**src/rtl/lut_init_seq.sv**
```systemverilog
// Copies lookup-table entries 0..LAST_PTR into data memory at BASE_ADR+ptr,
// one acknowledged write per entry; restartable and abortable.
module lut_init_seq #(
   parameter int unsigned   LAST_PTR = 5,
   parameter logic [7:0]    BASE_ADR = 8'd0,
   localparam int unsigned  PTR_W    = 5,
   localparam int unsigned  DAT_W    = 8,
   localparam int unsigned  ADR_W    = 8
) (
   input  logic              clk,
   input  logic              rst_n,
   input  logic              start_i,
   input  logic              abort_i,
   output logic [PTR_W-1:0]  ptr_o,
   input  logic [DAT_W-1:0]  lut_dat_i,
   output logic              dm_wen_o,
   output logic [ADR_W-1:0]  dm_adr_o,
   output logic [DAT_W-1:0]  dm_dat_o,
   input  logic              dm_ack_i,
   output logic              busy_o,
   output logic              done_o
);

   typedef enum logic [1:0] {ST_IDLE, ST_RD, ST_WR, ST_DONE} state_t;

   state_t              r_state, w_state_nxt;
   logic [PTR_W-1:0]    r_ptr, w_ptr_nxt;
   logic [DAT_W-1:0]    r_data, w_data_nxt;
   logic                w_run_nxt, w_wr_nxt;

   logic [PTR_W-1:0]    r_ptr_o;
   logic                r_wen;
   logic [ADR_W-1:0]    r_adr;
   logic [DAT_W-1:0]    r_dat;
   logic                r_busy;
   logic                r_done;

   // Next-state and next-output decode
   always_comb begin
      w_state_nxt = r_state;
      w_ptr_nxt   = r_ptr;
      w_data_nxt  = r_data;
      case (r_state)
         ST_IDLE: begin
            if (start_i) begin
               w_ptr_nxt   = '0;
               w_state_nxt = ST_RD;
            end
         end
         ST_RD: begin
            if (abort_i) begin
               w_state_nxt = ST_IDLE;
            end else begin
               w_data_nxt  = lut_dat_i;
               w_state_nxt = ST_WR;
            end
         end
         ST_WR: begin
            // An ack on the abort edge still completes that write at the memory
            if (abort_i) begin
               w_state_nxt = ST_IDLE;
            end else if (dm_ack_i) begin
               if (r_ptr == PTR_W'(LAST_PTR)) begin
                  w_state_nxt = ST_DONE;
               end else begin
                  w_ptr_nxt   = r_ptr + PTR_W'(1);
                  w_state_nxt = ST_RD;
               end
            end
         end
         ST_DONE: w_state_nxt = ST_IDLE;
         default: w_state_nxt = ST_IDLE;
      endcase
      w_run_nxt = (w_state_nxt == ST_RD) || (w_state_nxt == ST_WR);
      w_wr_nxt  = (w_state_nxt == ST_WR);
   end

   // State and output registers; outputs are decoded from next state so they
   // line up with the state they describe
   always_ff @(posedge clk or negedge rst_n) begin
      if (!rst_n) begin
         r_state <= ST_IDLE;
         r_ptr   <= '0;
         r_data  <= '0;
         r_ptr_o <= '0;
         r_wen   <= 1'b0;
         r_adr   <= '0;
         r_dat   <= '0;
         r_busy  <= 1'b0;
         r_done  <= 1'b0;
      end else begin
         r_state <= w_state_nxt;
         r_ptr   <= w_ptr_nxt;
         r_data  <= w_data_nxt;
         r_ptr_o <= w_run_nxt ? w_ptr_nxt : '0;
         r_wen   <= w_wr_nxt;
         r_adr   <= w_wr_nxt ? ADR_W'(BASE_ADR + ADR_W'(w_ptr_nxt)) : '0;
         r_dat   <= w_wr_nxt ? w_data_nxt : '0;
         r_busy  <= w_run_nxt;
         r_done  <= (w_state_nxt == ST_DONE);
      end
   end

   assign ptr_o    = r_ptr_o;
   assign dm_wen_o = r_wen;
   assign dm_adr_o = r_adr;
   assign dm_dat_o = r_dat;
   assign busy_o   = r_busy;
   assign done_o   = r_done;

endmodule

```
**config.mk**
```make
export PLATFORM = sky130hd
export DESIGN_NAME = lut_init_seq
export DESIGN_NICKNAME = d
export VERILOG_FILES = /design/src/rtl/lut_init_seq.sv
export SDC_FILE = /design/constraint.sdc
export NUM_CORES = 1
export LEC_CHECK = 0
export CAP_MARGIN = 20
export CORE_ASPECT_RATIO = 0.8
export CORE_MARGIN = 8
export CORE_UTILIZATION = 48
export CTS_CLUSTER_DIAMETER = 100
export DETAILED_ROUTE_END_ITERATION = 12
export GPL_TIMING_DRIVEN = 0
export PLACE_DENSITY = 0.88
export SYNTH_ARGS = -nofsm -noshare
export SYNTH_HDL_FRONTEND = slang
export SYNTH_SLANG_ARGS = --single-unit
export TNS_END_PERCENT = 1
```
**constraint.sdc**
```tcl
create_clock -name clk -period 2.3 [get_ports clk]
set_clock_uncertainty 0.2 [all_clocks]
set_input_delay 0.575 -clock clk [delete_from_list [all_inputs] [get_ports clk]]
set_output_delay 0.575 -clock clk [all_outputs]
set_load 0.02 [all_outputs]
```
==> out/metrics.yaml, run 1 <==
critical_path:
  critical_path_required_ns: 2.25
  cp.arrival_ns: 2.16
  cp-end-kind: "flop"
  slowest_delay_ns: 0.58
  cp_num_buf_inv: 3
  start_kind: "input port"
  worstPathCellList: "clkdlybuf4s50_1, inv_1, o21ai_0, a21oi_2, ha_4, clkbuf_4, o2111ai_1, o211ai_1"
  cp_max_fo: 10
  crit_type: "in2reg"
  path_delay_family: "buffers and inverters"
  crit_slowest_cell: "clkdlybuf4s50_1"
sta:
  slew_violations: 0
  final_hold_viol_count: 0
  rsz0062_at_grt: "no"
  fmax_mhz: 452
  slew_headroom: 0.490
  min_period_ns: 2.21
  finalSetupViolCount: 0
  fin_crit_sh: 0.963
  worst_hold_slack_ns: 0.152
  worstMarginPinSlew_ns: 0.765
  fin_setup_tns_ns: 0
power:
  leakagePower_nw: 0.947
  p_per_area_mw_per_mm2: 761
  ir_drop_mv: 0.788
route:
  vias: 1105
  initialDrtViolationCount: 136
  post-route-drc-count: 0
  drt-total-wl_mm: 3.25
  post_drt_wl_per_cell_um: 15.6
  ant_nets: 0
  drt-pass1-iter-count: 4
  viasPerCell: 5.31
final_layout:
  layout_common_cells: "dfrtp_1, clkdlybuf4s50_1, mux2_2, and2_1, a21oi_1"
  drive_above_1_share: 0.190
  area_growth_pct: 36.0
  nNetsFinal: 185
  finalNonFillerCells: 208
  num_antenna_cells: 0
  final_common_cell: "dfrtp_1"
  design_area_mm2: 0.00208
  fin_util: 0.679
logic_synthesis:
  async_flop_share: 1.00
  synth_edf_count: 0
  synthCells: 121
  synth_cell_types: 33
  ys_ff_latch: 36
  avgSynthCellArea_um2: 12.6
  synth_area_mm2: 0.00153
  seq_area_frac_synth: 0.590
  synthFlopType: "dfrtp_1"
  ys_warn_count: 0
clock_network:
  worstSkewPairLatency_ns: 0.29
  clk_pin_slew_ns: 0.07
  cts_sinks: 36
  htreeDepth: 2
  cts_buffers: 5
  root_buffer: "clkbuf_8"
  clk_path_buf_depth: 2
  cts_tree: "done"
  postCtsHoldBufs: 0
global_routing:
  grt_max_degree: 37
  grt_usage: 0.132
  grt_pass1_wl_mm: 5.31
  antenna_found_initial: 0
  grt_pass1_vias: 1109
  overflow: 0
floorplan:
  die_area_mm2: 0.00526
  io_pins: 37
  rows: 18
  die_y_um: 66.5
  floorplan.initialDensity: 0.499
  die_w_um: 79.1
  core_area_mm2: 0.00306
hold_path:
  min_path_type: "in2async"
placement:
  dpl.hpwl_mm: 2.28
  place_area_mm2: 0.00191
  place_inst: 196
  place.port_buffers: 33
  gp_congestion: 0.884
outcome:
  outcome: "complete, no violations"
flow_run:
  cap_violations: 0
[where the power goes]
| group | switching, W | leakage [nW] | internal (W) |
|---|---|---|---|
| Sequential | 0.0000326 | 0.479 | 0.000711 |
| Clock | 0.000217 | 0.0552 | 0.000321 |
| Combinational | 0.000145 | 0.412 | 0.000154 |
[Yosys cell counts (all sizes together), types with 3 or more instances]
cell	count	area share
a21oi	9	0.029
mux2	8	0.059
and2	9	0.037
nand3	4	0.013
buf	3	0.015
nand2	7	0.017
o211ai	6	0.029
dfrtp	36	0.59
ha	5	0.041
inv	6	0.015
[sequential cells by signal, indices dropped and copies added, names as in the netlist, named ones only]
| signal | flops |
|---|---|
| r_ptr | 4 |
| dm_adr_o | 5 |
| ptr_o | 5 |
| done_o | 1 |
| dm_wen_o | 1 |
| busy_o | 1 |
| dm_dat_o | 8 |
| r_state | 2 |
| r_data | 8 |
[timing repair]
action                                  CTS  global route
gates resized for setup                   8             2
endpoints found under the setup margin   15             2
pin swaps                                 1             3
setup buffers                             1             3
[metrics by stage]
step | setup WS, ns | total power [W]
after floorplan | 0.125 | 0.000909
after global placement | -0.551 | 0.00101
after detailed placement | -0.595 | 0.00103
after CTS | 0.00237 | 0.00158
after global routing | 0.0103 | 0.00166
final | 0.0852 | 0.00158
[cell type report]
type                    count  area (um2)
fillers                   225         985
well taps                  40        50.0
clock inverters             2        35.0
multi-input cells          76         603
clock buffers               6        72.6
flip-flops and latches     36         901
plain buffers               5        33.8
inverters                   6        22.5
repair buffers             37         360
[routing by layer]
layer,GRT usage,share of wire,up-vias
met5,0,0,-
met4,0.0922,0.023,0
met3,0.0444,0.077,6
met2,0.204,0.48,41
met1,0.153,0.42,549
li1,-,-,509
[kinds of logic after synthesis]
| group | Yosys count | share of synthesized area |
|---|---|---|
| mux | 8 | 0.0590 |
| compound gates | 25 | 0.107 |
| other cells | 1 | 0.00245 |
| buf+inv | 11 | 0.0344 |
| fa+ha+maj | 5 | 0.0410 |
| flops | 36 | 0.590 |
| simple gates | 35 | 0.166 |
[path summary, 6_finish.rpt]
| kind | cells past startpoint | slack [ns] | end | startpoint |
|---|---|---|---|---|
| max | 8 | 0.09 | dm_adr_o[3] | dm_ack_i |
| min | 1 | 0.15 | r_data[7] | rst_n |
| max reg2reg | 8 | 0.10 | dm_adr_o[3] | r_ptr[0] |
| min reg2reg | 1 | 0.30 | r_data[7] | r_data[7] |
| max in group asynchronous | 1 | 1.26 | ptr_o[4] | rst_n |
| min in group clk | 1 | 0.30 | r_data[7] | r_data[7] |
Power figures use the tool's default switching activity.
==> inputs of run 2 (changes only) <==
--- a/config.mk
+++ b/config.mk
@@ -13,6 +13,7 @@
 export DETAILED_ROUTE_END_ITERATION = 12
 export GPL_TIMING_DRIVEN = 0
 export PLACE_DENSITY = 0.88
+export REMOVE_ABC_BUFFERS = 1
 export SYNTH_ARGS = -nofsm -noshare
 export SYNTH_HDL_FRONTEND = slang
 export SYNTH_SLANG_ARGS = --single-unit
==> constraint.sdc (replaced) <==
create_clock -name clk -period 2.3 [get_ports clk]
set_clock_uncertainty 0.2 [all_clocks]
set_input_delay 0.575 -clock clk [delete_from_list [all_inputs] [get_ports clk]]
set_output_delay 0.575 -clock clk [all_outputs]
set_load 0.005 [all_outputs]
==> out/metrics.yaml, run 2 (same netlist as run 1, synthesis figures left out) <==
floorplan:
  die_y_um: 66.5
  die_area_mm2: 0.00526
  floorplan.initialDensity: 0.499
  io_pins: 37
  core_area_mm2: 0.00306
  die_w_um: 79.1
  rows: 18
global_routing:
  grt_usage: 0.130
  use_met2: 0.217
  met3_usage: 0.0578
  grt_pass1_wl_mm: 5.21
  use_met1: 0.141
  top_usage_layer: "met2"
  grt_max_degree: 37
  overflow: 0
  grt_pass1_vias: 1078
  antenna_found_initial: 0
clock_network:
  clk_pin_slew_ns: 0.07
  root_buffer: "clkbuf_8"
  cts_tree: "done"
  htreeDepth: 2
  clk_path_buf_depth: 2
  cts_buffers: 5
  cts_sinks: 36
  postCtsHoldBufs: 0
  worstSkewPairLatency_ns: 0.29
sta:
  rsz0062_at_grt: "no"
  finalSetupViolCount: 0
  min_period_ns: 2.20
  final_hold_viol_count: 0
  slew_violations: 0
  slew_headroom: 0.484
  fmax_mhz: 456
  fin_crit_sh: 0.954
  worstMarginPinSlew_ns: 0.773
final_layout:
  finalNonFillerCells: 205
  drive_above_1_share: 0.206
  nNetsFinal: 182
  final_common_cell: "dfrtp_1"
  layout_common_cells: "dfrtp_1, clkdlybuf4s50_1, mux2_2, and2_1, a21oi_1"
  area_growth_pct: 35.6
  num_antenna_cells: 0
power:
  leakagePower_nw: 0.933
  p_total_w: 0.00155
  ir_drop_mv: 0.749
  p_per_area_mw_per_mm2: 748
placement:
  place_inst: 191
  dpl.hpwl_mm: 2.32
  place.port_buffers: 33
  gp_congestion: 0.871
critical_path:
  r2r_slack_ns: 0.16
  start_kind: "input port"
  startpoint: "dm_ack_i"
  cp-end-kind: "flop"
  critical_path_required_ns: 2.25
  r2r-start: "r_ptr[0]"
  cp_max_fo: 7
  crit_type: "in2reg"
  cp.arrival_ns: 2.15
flow_run:
  cap_violations: 0
route:
  drt-total-wl_mm: 3.39
  vias: 1104
  drt-pass1-iter-count: 4
  initialDrtViolationCount: 66
  post-route-drc-count: 0
  viasPerCell: 5.39
  post_drt_wl_per_cell_um: 16.5
  ant_nets: 0
hold_path:
  min_path_type: "in2async"
outcome:
  outcome: "complete, no violations"
==> run 2: cell types whose count changed in the layout (fill, tap and decap cells not counted), sizes merged <==
cell and delta:
buf -1, clkbuf -2
==> run 2: report_power, final <==
part | internal, W | switching [W] | leakage, nW
clock | 0.000321 | 0.000209 | 0.0552
sequential | 0.000712 | 0.0000339 | 0.478
combinational | 0.000155 | 0.000119 | 0.401
total | 0.00119 | 0.000362 | 0.933
==> run 2: timing repair <==
| item | 4_1_cts | 5_1_grt |
|---|---|---|
| endpoints found under the setup margin | 18 | 3 |
| setup buffers | 1 | 5 |
| resized for setup | 5 | 8 |
| pin swaps | 1 | 3 |
==> run 2: critical path, stage by stage <==
cell	delay [ns]
clkdlybuf4s50_1	0.57
nand4bb_4	0.18
and2_4	0.22
ha_4	0.32
inv_2	0.05
o2111ai_1	0.10
o211ai_1	0.11
==> run 2: per-layer routing <==
layer  up-vias  wire length [um]
met5         -                 0
met4         0                84
met3         7               198
met2        37              1770
met1       554              1340
li1        506                 -
==> run 2: path summary, 6_finish.rpt <==
path	end	depth (start not counted)
setup reg to reg	ptr_o[3]	8
hold / removal	ptr_o[3]	1
setup / recovery	ptr_o[3]	7
hold reg to reg	r_data[2]	1
min in group clk	r_data[2]	1
max in group asynchronous	r_ptr[0]	1
==> run 2: metrics by stage <==
step | hold slack (ns) | util | TNS (ns) | setup WS (ns) | cell area (um2)
6_report | 0.167 | 0.676 | 0 | 0.105 | 2070
5_1_grt | 0.222 | 0.676 | 0 | 0.0432 | 2070
4_1_cts | 0.176 | 0.658 | 0 | 0.0313 | 2020
3_5_place_dp | 0.283 | 0.614 | -7.23 | -0.543 | 1880
3_3_place_gp | 0.273 | 0.616 | -13.37 | -0.538 | 1890
2_1_floorplan | 0.0794 | - | 0 | 0.124 | 1510
==> run 2: cell type report <==
cell class                      count  area, um2
Clock inverter                      2       35.0
Multi-Input combinational cell     76        614
Clock buffer                        6       72.6
Fill cell                         234        991
Timing Repair Buffer               39        375
Tap cell                           40       50.0
Inverter                            6       22.5
Sequential cell                    36        902
==> inputs of run 3 (changes only) <==
--- a/config.mk
+++ b/config.mk
@@ -8,11 +8,12 @@
 export CAP_MARGIN = 20
 export CORE_ASPECT_RATIO = 0.8
 export CORE_MARGIN = 8
-export CORE_UTILIZATION = 48
+export CORE_UTILIZATION = 61
 export CTS_CLUSTER_DIAMETER = 100
 export DETAILED_ROUTE_END_ITERATION = 12
+export DONT_BUFFER_PORTS = 1
 export GPL_TIMING_DRIVEN = 0
-export PLACE_DENSITY = 0.88
+export PLACE_DENSITY = 0.87
 export REMOVE_ABC_BUFFERS = 1
 export SYNTH_ARGS = -nofsm -noshare
 export SYNTH_HDL_FRONTEND = slang
==> out/metrics.yaml, run 3 (same netlist as run 1, synthesis figures left out) <==
global_routing:
  antenna_found_initial: 0
  grt_pass1_vias: 977
  overflow: 0
  grt_usage: 0.147
  grt_max_degree: 37
  grt_pass1_wl_mm: 4.69
sta:
  fmax_mhz: 459
  fin_setup_tns_ns: 0
  fin_crit_sh: 0.948
  finalSetupViolCount: 0
  final_hold_viol_count: 0
  slew_violations: 0
  min_period_ns: 2.18
final_layout:
  num_antenna_cells: 0
  layout_common_cells: "dfrtp_1, and2_1, mux2_2, a21oi_1, nand2_1"
  drive_above_1_share: 0.224
  n_fill_cell: 173
  nNetsFinal: 151
  fin_util: 0.703
  finalNonFillerCells: 170
  final_common_cell: "dfrtp_1"
  design_area_mm2: 0.00170
  area_growth_pct: 11.5
critical_path:
  crit_slowest_cell: "or3b_2"
  cp.arrival_ns: 2.19
  critical_path_required_ns: 2.31
  start_kind: "flop"
  cp-end-kind: "flop"
  crit_type: "reg2reg"
  slowest_delay_ns: 0.51
  cp_max_fo: 7
  worstPathCellList: "or3b_2, and2_1, ha_4, inv_1, o2111ai_1, o211ai_1"
clock_network:
  cts_buffers: 5
  cts_tree: "done"
  cts_sinks: 36
  worstSkewPairLatency_ns: 0.33
  root_buffer: "clkbuf_4"
  clk_pin_slew_ns: 0.10
  htreeDepth: 2
  clk_path_buf_depth: 2
placement:
  gp_congestion: 0.955
  place.port_buffers: 0
  place_inst: 154
  dpl.hpwl_mm: 2.09
  place_area_mm2: 0.00155
route:
  post-route-drc-count: 0
  viasPerCell: 5.70
  ant_nets: 0
  drt-total-wl_mm: 2.96
  initialDrtViolationCount: 102
  drt-pass1-iter-count: 4
  vias: 969
  post_drt_wl_per_cell_um: 17.4
floorplan:
  die_y_um: 60.8
  core_area_mm2: 0.00242
  rows: 16
  die_w_um: 72.0
  floorplan.initialDensity: 0.631
  io_pins: 37
  die_area_mm2: 0.00437
hold_path:
  min_path_type: "in2reg"
power:
  p_total_w: 0.00128
  ir_drop_mv: 0.436
  p_per_area_mw_per_mm2: 753
  leakagePower_nw: 0.784
outcome:
  outcome: "complete, no violations"
flow_run:
  cap_violations: 0
==> run 3: cell types whose count changed in the layout (fill, tap and decap cells not counted), moves of 2 or more <==
| cell | delta |
|---|---|
| clkdlybuf4s50_1 | -30 |
| clkbuf_4 | +5 |
| clkbuf_8 | -4 |
| dlymetal6s2s_1 | -2 |
==> run 3: final cells by class <==
class,count,area [um2],share of cell area
multi-input cells,76,598,0.351
inverters,6,22.5,0.0132
flip-flops and latches,36,903,0.530
well taps,36,45.0,0.0265
clock buffers,8,58.8,0.0345
repair buffers,8,75.1,0.0441
==> run 3: metrics by stage <==
| stage | hold slack (ns) | setup WS (ns) |
|---|---|---|
| floorplan | 0.0794 | 0.124 |
| CTS | 0.187 | 0.0147 |
| finish | 0.194 | 0.120 |
| global placement | 0.0803 | -0.172 |
| global route | 0.183 | -0.00308 |
| detailed placement | 0.0804 | -0.236 |
==> run 3: path summary, 6_finish.rpt <==
kind                                   start   endpoint  slack, ns  depth (start not counted)
worst max-delay path              r_state[1]   ptr_o[3]       0.12                          6
worst min-delay path            lut_dat_i[7]  r_data[7]       0.19                          1
worst max register to register    r_state[1]   ptr_o[3]       0.12                          6
worst min register to register     r_data[0]  r_data[0]       0.30                          1
max in group asynchronous              rst_n   r_ptr[0]       1.22                          2
min in group asynchronous              rst_n  r_data[4]       0.47                          2
==> run 3: worst max-delay path, delay by kind of cell, from the launching register on <==
kind | cells | cell delay [ns]
adder cells (fa/ha/maj) | 1 | 0.33
buffers and inverters | 1 | 0.08
flip-flops | 1 | 0.48
AO/OA/AOI/OAI | 2 | 0.24
AND/OR/NAND/NOR | 2 | 0.73
==> run 3: timing repair <==
item / CTS / global route
setup endpoints to repair: 14 / 6
resized for setup: 3 / 3
endpoints found under the hold margin: 36 / 0
pin swaps: 1 / 0
setup buffers: 1 / 5
hold buffers: 2 / 0
==> run 3: per-layer routing <==
layer | global-route usage | wire, um
met4 | 0.0841 | 51
met3 | 0.0759 | 282
met5 | 0 | 0
met1 | 0.156 | 1160
met2 | 0.233 | 1460
==> run 3: where the power goes <==
group	internal, W	total [W]	switching, W
combinational	0.0000987	0.000197	0.0000981
sequential	0.000711	0.000746	0.0000349
clock	0.000151	0.000339	0.000188
